**config.mk**
```make
export PLATFORM = sky130hd
export DESIGN_NAME = imem_loader
export DESIGN_NICKNAME = d
export VERILOG_FILES = /design/src/rtl/imem_loader_pkg.sv /design/src/rtl/imem_loader.sv
export SDC_FILE = /design/constraint.sdc
export NUM_CORES = 1
export LEC_CHECK = 0
export ABC_CLOCK_PERIOD_IN_PS = 3860
export BUFFER_PORTS_ARGS = -buffer_cell sky130_fd_sc_hd__buf_2
export CORE_ASPECT_RATIO = 0.6
export CORE_MARGIN = 1.5
export CORE_UTILIZATION = 57
export DETAILED_ROUTE_END_ITERATION = 12
export HOLD_SLACK_MARGIN = 0.05
export PLACE_DENSITY = 0.9
export SYNTH_ARGS = -nofsm -noshare
export SYNTH_HDL_FRONTEND = slang
export SYNTH_SLANG_ARGS = --single-unit
```
**constraint.sdc**
```tcl
create_clock -name clk -period 3.86 [get_ports clk]
set_input_delay 0.579 -clock clk [delete_from_list [all_inputs] [get_ports clk]]
set_output_delay 0.579 -clock clk [all_outputs]
set_load 0.005 [all_outputs]
```
**src/rtl/imem_loader_pkg.sv**
```systemverilog
// Shared definitions for the instruction-memory loader: FSM state encoding,
// default memory geometry and the start-request bounds check.
package imem_loader_pkg;

    typedef enum logic [1:0] {
        ST_IDLE   = 2'd0,
        ST_LOAD   = 2'd1,
        ST_FINISH = 2'd2,
        ST_FAULT  = 2'd3
    } state_t;

    localparam int DEF_MEM_BYTES = 100;
    localparam int DEF_MAX_WORDS = 25;

    // End address is formed in 33 bits so a huge base cannot wrap past the check.
    function automatic logic req_fault(
        input logic [31:0] base,
        input logic [7:0]  count,
        input logic [32:0] mem_bytes,
        input logic [31:0] max_words
    );
        logic [32:0] w_end;
        w_end = {1'b0, base} + {23'b0, count, 2'b00};
        return (base[1:0] != 2'b00) ||
               ({24'b0, count} > max_words) ||
               (w_end > mem_bytes);
    endfunction

endpackage

```
**src/rtl/imem_loader.sv**
```systemverilog
// Streams big-endian instruction bytes into instruction memory, holding the
// CPU while the load runs and reporting an XOR checksum of the loaded words.
module imem_loader
    import imem_loader_pkg::*;
#(
    parameter int MEM_BYTES = DEF_MEM_BYTES,
    parameter int MAX_WORDS = DEF_MAX_WORDS
) (
    input  logic        clk,
    input  logic        rst_n,
    input  logic        start,
    input  logic [31:0] base_addr,
    input  logic [7:0]  word_count,
    input  logic        in_valid,
    input  logic [7:0]  in_data,
    output logic        in_ready,
    output logic        wr_en,
    output logic [31:0] wr_addr,
    output logic [7:0]  wr_data,
    output logic        cpu_hold,
    output logic        done,
    output logic        err,
    output logic [31:0] checksum,
    output logic [1:0]  dbg_state
);

    // Handshake: a byte moves when in_valid and in_ready are both high at a
    // rising edge; in_ready depends on state only, never on in_valid.

    state_t      r_state;
    state_t      w_state_next;
    logic [31:0] r_base;
    logic [9:0]  r_byte_idx;
    logic [9:0]  r_last_idx;
    logic [31:0] r_word;
    logic [31:0] r_checksum;
    logic        r_wr_en;
    logic [31:0] r_wr_addr;
    logic [7:0]  r_wr_data;

    logic        w_xfer;
    logic        w_last;
    logic        w_fault;
    logic        w_accept;
    logic [31:0] w_word_next;

    assign w_xfer      = in_valid & in_ready;
    assign w_last      = (r_byte_idx == r_last_idx);
    assign w_fault     = req_fault(base_addr, word_count, 33'(MEM_BYTES), 32'(MAX_WORDS));
    assign w_accept    = (r_state == ST_IDLE) && start && !w_fault;
    assign w_word_next = {r_word[23:0], in_data};

    always_ff @(posedge clk) begin
        if (!rst_n) begin
            r_state <= ST_IDLE;
        end else begin
            r_state <= w_state_next;
        end
    end

    always_comb begin
        w_state_next = r_state;
        case (r_state)
            ST_IDLE: begin
                if (start) begin
                    if (w_fault)
                        w_state_next = ST_FAULT;
                    else if (word_count == 8'd0)
                        w_state_next = ST_FINISH;
                    else
                        w_state_next = ST_LOAD;
                end
            end
            ST_LOAD: begin
                if (w_xfer && w_last)
                    w_state_next = ST_FINISH;
            end
            ST_FINISH: w_state_next = ST_IDLE;
            ST_FAULT:  w_state_next = ST_IDLE;
            default:   w_state_next = ST_IDLE;
        endcase
    end

    // The final byte's write lands in FINISH, so r_wr_en only extends hold
    // if a write ever trails the busy states.
    always_comb begin
        in_ready  = (r_state == ST_LOAD);
        done      = (r_state == ST_FINISH);
        err       = (r_state == ST_FAULT);
        cpu_hold  = (r_state == ST_LOAD) || (r_state == ST_FINISH) || r_wr_en;
        wr_en     = r_wr_en;
        wr_addr   = r_wr_addr;
        wr_data   = r_wr_data;
        checksum  = r_checksum;
        dbg_state = r_state;
    end

    always_ff @(posedge clk) begin
        if (!rst_n) begin
            r_base     <= '0;
            r_byte_idx <= '0;
            r_last_idx <= '0;
            r_word     <= '0;
            r_checksum <= '0;
            r_wr_en    <= 1'b0;
            r_wr_addr  <= '0;
            r_wr_data  <= '0;
        end else begin
            r_wr_en <= w_xfer;
            if (w_xfer) begin
                r_wr_addr  <= r_base + {22'b0, r_byte_idx};
                r_wr_data  <= in_data;
                r_word     <= w_word_next;
                r_byte_idx <= r_byte_idx + 10'd1;
                if (r_byte_idx[1:0] == 2'b11)
                    r_checksum <= r_checksum ^ w_word_next;
            end
            if (w_accept) begin
                r_base     <= base_addr;
                r_last_idx <= {word_count, 2'b00} - 10'd1;
                r_byte_idx <= '0;
                r_word     <= '0;
                r_checksum <= '0;
            end
        end
    end

endmodule

```
**After elaboration in Yosys (flattened, before gate mapping)**

Index checks and enable logic that the tools add are counted.

- Add/subtract/negate cells: 4
- $lt $le $gt $ge: 2
- Muxes and demuxes: 5
- Equal/unequal tests: 7
- Reduce and logical (&&, ||, !) cells: 15
- Bitwise gates (word level): 3

Operators by type and width:

| operator | number |
|---|---|
| 32-bit by 10-bit adder with 33-bit output | 1 |
| 33-bit by 7-bit greater-than comparator with 1-bit output (second input constant) | 1 |
| 32-bit by 10-bit adder with 32-bit output | 1 |
| 32-bit bitwise XOR | 1 |
| 10-bit by 1-bit adder with 10-bit output (second input constant) | 1 |
| 10-bit == test | 1 |
| 10-bit by 1-bit subtractor with 10-bit output (second input constant) | 1 |
| 8-bit by 5-bit greater-than comparator with 1-bit output (second input constant) | 1 |
| 8-bit zero test | 1 |
| 2-bit 2-to-1 mux | 4 |
| 2-bit == test (second input constant) | 3 |
| 2-bit case mux with 3 select lines | 1 |
| 1-bit logical OR | 4 |
| 2-bit AND reduction | 2 |
| 2-bit OR reduction | 2 |
| 1-bit logical AND | 3 |
| 2-bit by 1-bit == test with 1-bit output (second input constant) | 1 |
| 2-bit zero test | 1 |
| 2-bit by 1-bit != test with 1-bit output (second input constant) | 1 |
| 2-bit != test (second input constant) | 1 |
| 2-bit nonzero test | 1 |
| 1-bit bitwise AND | 1 |
| 1-bit zero test | 1 |
| 1-bit inverter | 1 |

- Input port bits: 52
- Register bits after elaboration: 151

**Depth between registers and ports, before layout**

- Depth in word-level cells: 6
- Mapped depth: 14
- Depth with buffers taken out: 11

**Worst setup path before layout**

Ideal clock, no wire load.

- Kind: input to register
- From: in base_addr[2]
- To: reg r_byte_idx[0]
- Arrival: 3141 ps
- Required time: 3728 ps
- Slack: 587 ps
- Buffers on the path: 3
- Cell stages on the path: 14
- Library setup time: 132 ps
- Cells stage by stage: ha_1 inv_1 fa_1 nor2b_1 o31a_1 o211ai_2 nor4_1 mux2i_1 nand4_1 nor4_1 buf_4 buf_6 buf_6 nor3_1

- Word-level cells in the longest chain between the ends: 6

Ends and longest elaborated chain:

| what | line | RTL |
|---|---|---|
| from (decl) | imem_loader.sv:12 | `input logic [31:0] base_addr,` |
| 32-bit by 10-bit adder with 33-bit output | imem_loader_pkg.sv:23 | `w_end = {1'b0, base} + {23'b0, count, 2'b00};` |
| 33-bit by 7-bit greater-than comparator with 1-bit output | imem_loader_pkg.sv:26 | `(w_end > mem_bytes);` |
| 1-bit logical OR | imem_loader_pkg.sv:25 | `({24'b0, count} > max_words) \|\|` |
| 1-bit zero test | imem_loader.sv:50 | `assign w_accept = (r_state == ST_IDLE) && start && !w_fault;` |
| 1-bit logical AND | imem_loader.sv:50 |  |
| 2-bit OR reduction (no line) | -- |  |
| to (signal assigned) | imem_loader.sv:114 | `r_byte_idx <= r_byte_idx + 10'd1;` |
| to (decl) | imem_loader.sv:33 | `logic [9:0] r_byte_idx;` |

Every way passes these cells.
A chain may end at the register's enable or synchronous reset.

**Final worst setup path**

- From: in word_count[0]
- To: reg r_base[5]

- Word-level cells in the longest chain between the ends: 5

Ends and longest elaborated chain:

| what | line | RTL |
|---|---|---|
| from (decl) | imem_loader.sv:13 | `input logic [7:0] word_count,` |
| 32-bit by 10-bit adder with 33-bit output / 8-bit by 5-bit greater-than comparator with 1-bit output (equally long branches) | imem_loader_pkg.sv:23, imem_loader_pkg.sv:25 |  |
| 33-bit by 7-bit greater-than comparator with 1-bit output / 1-bit logical OR (equally long branches) | imem_loader_pkg.sv:26, imem_loader_pkg.sv:24 |  |
| 1-bit logical OR (*) | imem_loader_pkg.sv:25 |  |
| 1-bit zero test (*) | imem_loader.sv:50 |  |
| 1-bit logical AND (*) | imem_loader.sv:50 |  |
| to (signal assigned) | imem_loader.sv:119 | `r_base <= base_addr;` |
| to (decl) | imem_loader.sv:32 | `logic [31:0] r_base;` |

Mark *: on every way between the ends. The rest lies on a longest branch, timed or not.

==> impl_metrics.yaml <==
sta:
  fin_hold_ws_ns: 0.416
  finalSetupViolations: 0
  slew_headroom_pct: 42.8
  tightest_slew_ns: 0.858
  period_share_pct: 89.8
  max_freq_mhz: 288
  hold_viol_final: 0
  setup-tns-final_ns: 0
  finalMaxSlewViolations: 0
  fin_ws_ns: 0.392
  grt_setup_unrepaired: "no"
  period_minus_slack_ns: 3.47
  finalClockSkew_ns: 0.0152
pwr:
  internal_power_mw: 2.99
  p_leak_nw: 3.84
  power_switching_mw: 1.13
  total_power_mw: 4.11
  pwr-share-seq_pct: 40.9
  comb_power_share_pct: 15.8
  p_clk_share_pct: 43.4
  swShare_pct: 27.4
  max-vdd-ir-drop_mv: 0.304
  pwr_density_cell_nw_per_um2: 451
placed_design:
  placed_cell_area_um2: 8490
  place_hpwl_um: 13500
  place_ws_ns: 0.0870
  placedCellCount: 1169
  place.port_buffers: 130
  place.gp.congestion: 0.981
finish:
  area_growth_pct: 18.4
  fin_nets: 1097
  fin_area_um2: 9130
  layout_commonest_cell: "dfxtp_1"
  diodes: 0
  final_core_util_pct: 70.2
  fill_cells: 981
  drive_gt1_share_pct: 18.7
  final_cell_count_no_fill: 1201
  final_cell_mix: "150 x dfxtp_1, 130 x buf_2, 122 x nand2_1, 90 x nor3_1, 53 x xor2_1"
die:
  num_io_pins: 131
  dieArea_um2: 14300
  rows: 32
  coreArea_um2: 13000
  initial_utilization_pct: 59.2
  die_width_um: 153
  die_h_um: 93.1
routing:
  vias_per_cell: 6.04
  drt_wl_total_um: 20400
  top_layer_used: "met4"
  num_vias: 7249
  antenna_left: 0
  met2_length_um: 8730
  drtPass1Iterations: 9
  wl_met1_um: 9370
  drt_iter0_markers: 697
  routedWlPerCell_um: 17.0
  dr_wl_met3_um: 1980
  drc: 11
grt:
  groute.usage.overall_pct: 28.7
  grt_pass1_vias: 6629
  grt_pass1_wl_um: 32900
  antenna_found_initial: 0
  grt_max_degree: 66
  globalRoute.totalOverflow: 0
synthesis:
  postSynthRegisterBits: 150
  syn-instance-count: 909
  synth_edf_count: 0
  synth_nets: 988
  synth_cell_types: 68
  mappedNetlistArea_um2: 7710
  yosysSeqAreaShare_pct: 39.0
  avgSynthCellArea_um2: 8.48
  synthArstFlopShare_pct: 0
  yosys_warnings: 0
  synth_ff_type: "dfxtp_1"
worst_hold_path:
  whs_endpoint: "r_base[2]$_SDFFE_PN0P_"
  hold_depth: 3
  hp-class: "input port to register"
  min_from: "base_addr[2]"
clock_network:
  path_clk_slew_ns: 0.06
  cts-resized-gates: 0
  cts_buffer_depth: 2
  clock_sinks: 150
  clkLatencyLatePin_ns: 0.43
  cts_setup_buffers: 0
  ctsRootBufferMaster: "clkbuf_16"
  cts_tree: "done"
  htreeDepth: 4
  cts_buffers: 17
  cts_hold_buf: 0
outcome:
  violations: "DRC"
  run_status: "complete, but fails checks"
worst_setup_path:
  crit_type: "input port to register"
  required_ns: 4.21
  crit_fanout: 39
  path_cells: "buf_2 -> ha_1 -> inv_1 -> fa_1 -> nor2b_1 -> o31a_1 -> o211ai_2 -> nor4_1 -> mux2i_1 -> nand4_1 -> nor4_2 -> buf_4 -> buf_12 -> mux2i_1"
  endpoint_kind: "register"
  slowest_delay_ns: 0.41
  slowest_stage: "fa_1"
  crit_path_start_kind: "input port"
  r2r_slack_ns: 0.73
  cp_common_cell: "mux2i_1"
  r2r-end: "wr_addr[27]$_SDFFE_PN0P_"
  cp.arrival_ns: 3.81
  ff2ff_path_depth: 9
  timing.rr.start: "r_byte_idx[1]$_SDFFE_PP0P_"
flow_run:
  cap_violations: 0
-- worst max path at each step --
stage | endpoint | from | cells after the start
6_report | r_base[5]$_SDFFE_PN0P_ | word_count[0] | 14
3_3_place_gp | r_base[2]$_SDFFE_PN0P_ | word_count[0] | 14
4_1_cts | r_base[5]$_SDFFE_PN0P_ | word_count[0] | 14
2_1_floorplan | r_byte_idx[0]$_SDFFE_PP0P_ | base_addr[2] | 14
5_1_grt | r_last_idx[2]$_SDFFE_PN0P_ | word_count[0] | 14
3_5_place_dp | r_last_idx[8]$_SDFFE_PN0P_ | word_count[0] | 14
-- cell families after synthesis --
group / Yosys count / share of synthesized area (%)
mux: 39 / 5.06
flops: 150 / 39.0
buf+inv: 81 / 4.59
fa+ha+maj: 27 / 4.58
simple gates: 376 / 24.5
xor+xnor: 74 / 8.41
compound gates: 162 / 13.9
-- metal layers --
layer,vias to the layer above,global-route usage (%)
li1,3462,-
met1,3368,40.7
met2,377,43.8
met3,42,7.14
met4,0,7.03
met5,-,0
-- flip-flops by register name, indices dropped and copies added (netlist names) --
register    cells
r_byte_idx     10
r_base         32
r_word         24
wr_addr        32
dbg_state       2
checksum       32
wr_data         8
wr_en           1
r_last_idx      9
-- final cells by class --
cell class	instances	area [um2]	share of cell area, %
Multi-Input combinational cell	678	4360	47.8
Sequential cell	150	3000	32.9
Timing Repair Buffer	142	803	8.80
Clock buffer	19	443	4.85
Tap cell	170	213	2.33
Clock inverter	13	195	2.14
Inverter	29	110	1.21
-- Yosys cell counts, drive strengths merged (2+ instances only) --
library cell	count	area (um2)
dfxtp	150	3000
nand2	123	462
nor3	90	450
xor2	53	464
a21oi	42	210
nand3	42	210
o21ai	42	210
mux2i	39	390
clkbuf	36	135
inv	29	109
nor2	29	109
ha	25	313
xnor2	21	184
buf	16	110
nor4	16	115
nor3b	15	113
a211oi	14	110
and3	14	87.6
nand4	14	103
a21o	8	60.1
o21a	8	60.1
a31oi	7	58.8
a32oi	7	61.3
o211ai	6	50.1
and2	5	31.3
or2	5	31.3
or3	5	31.3
nand2b	4	25.0
nor2b	4	25.0
a21boi	3	22.5
a311oi	3	26.3
o2111ai	3	32.5
or4	3	30.0
a211o	2	17.5
and4	2	20.0
and4b	2	20.0
fa	2	40.0
o22ai	2	12.5
o311a	2	20.0
o31ai	2	15.0
o41ai	2	17.5
-- critical path: cells and delay by family --
| family | cells | cell delay [ns] |
|---|---|---|
| AND/OR/NAND/NOR | 4 | 1.06 |
| buffers and inverters | 4 | 0.69 |
| adder cells (fa/ha/maj) | 2 | 0.60 |
| multiplexers | 2 | 0.47 |
| AO/OA/AOI/OAI | 2 | 0.40 |
-- power groups by stage --
stage / sequential [mW] / combinational (mW) / clock (mW)
floorplan: 1.70 / 0.405 / 0
global route: 1.69 / 0.716 / 1.86
detailed placement: 1.71 / 0.635 / 0
finish: 1.68 / 0.649 / 1.78
CTS: 1.68 / 0.643 / 1.79
global placement: 1.71 / 0.620 / 0
Power figures use the tool's default switching activity.
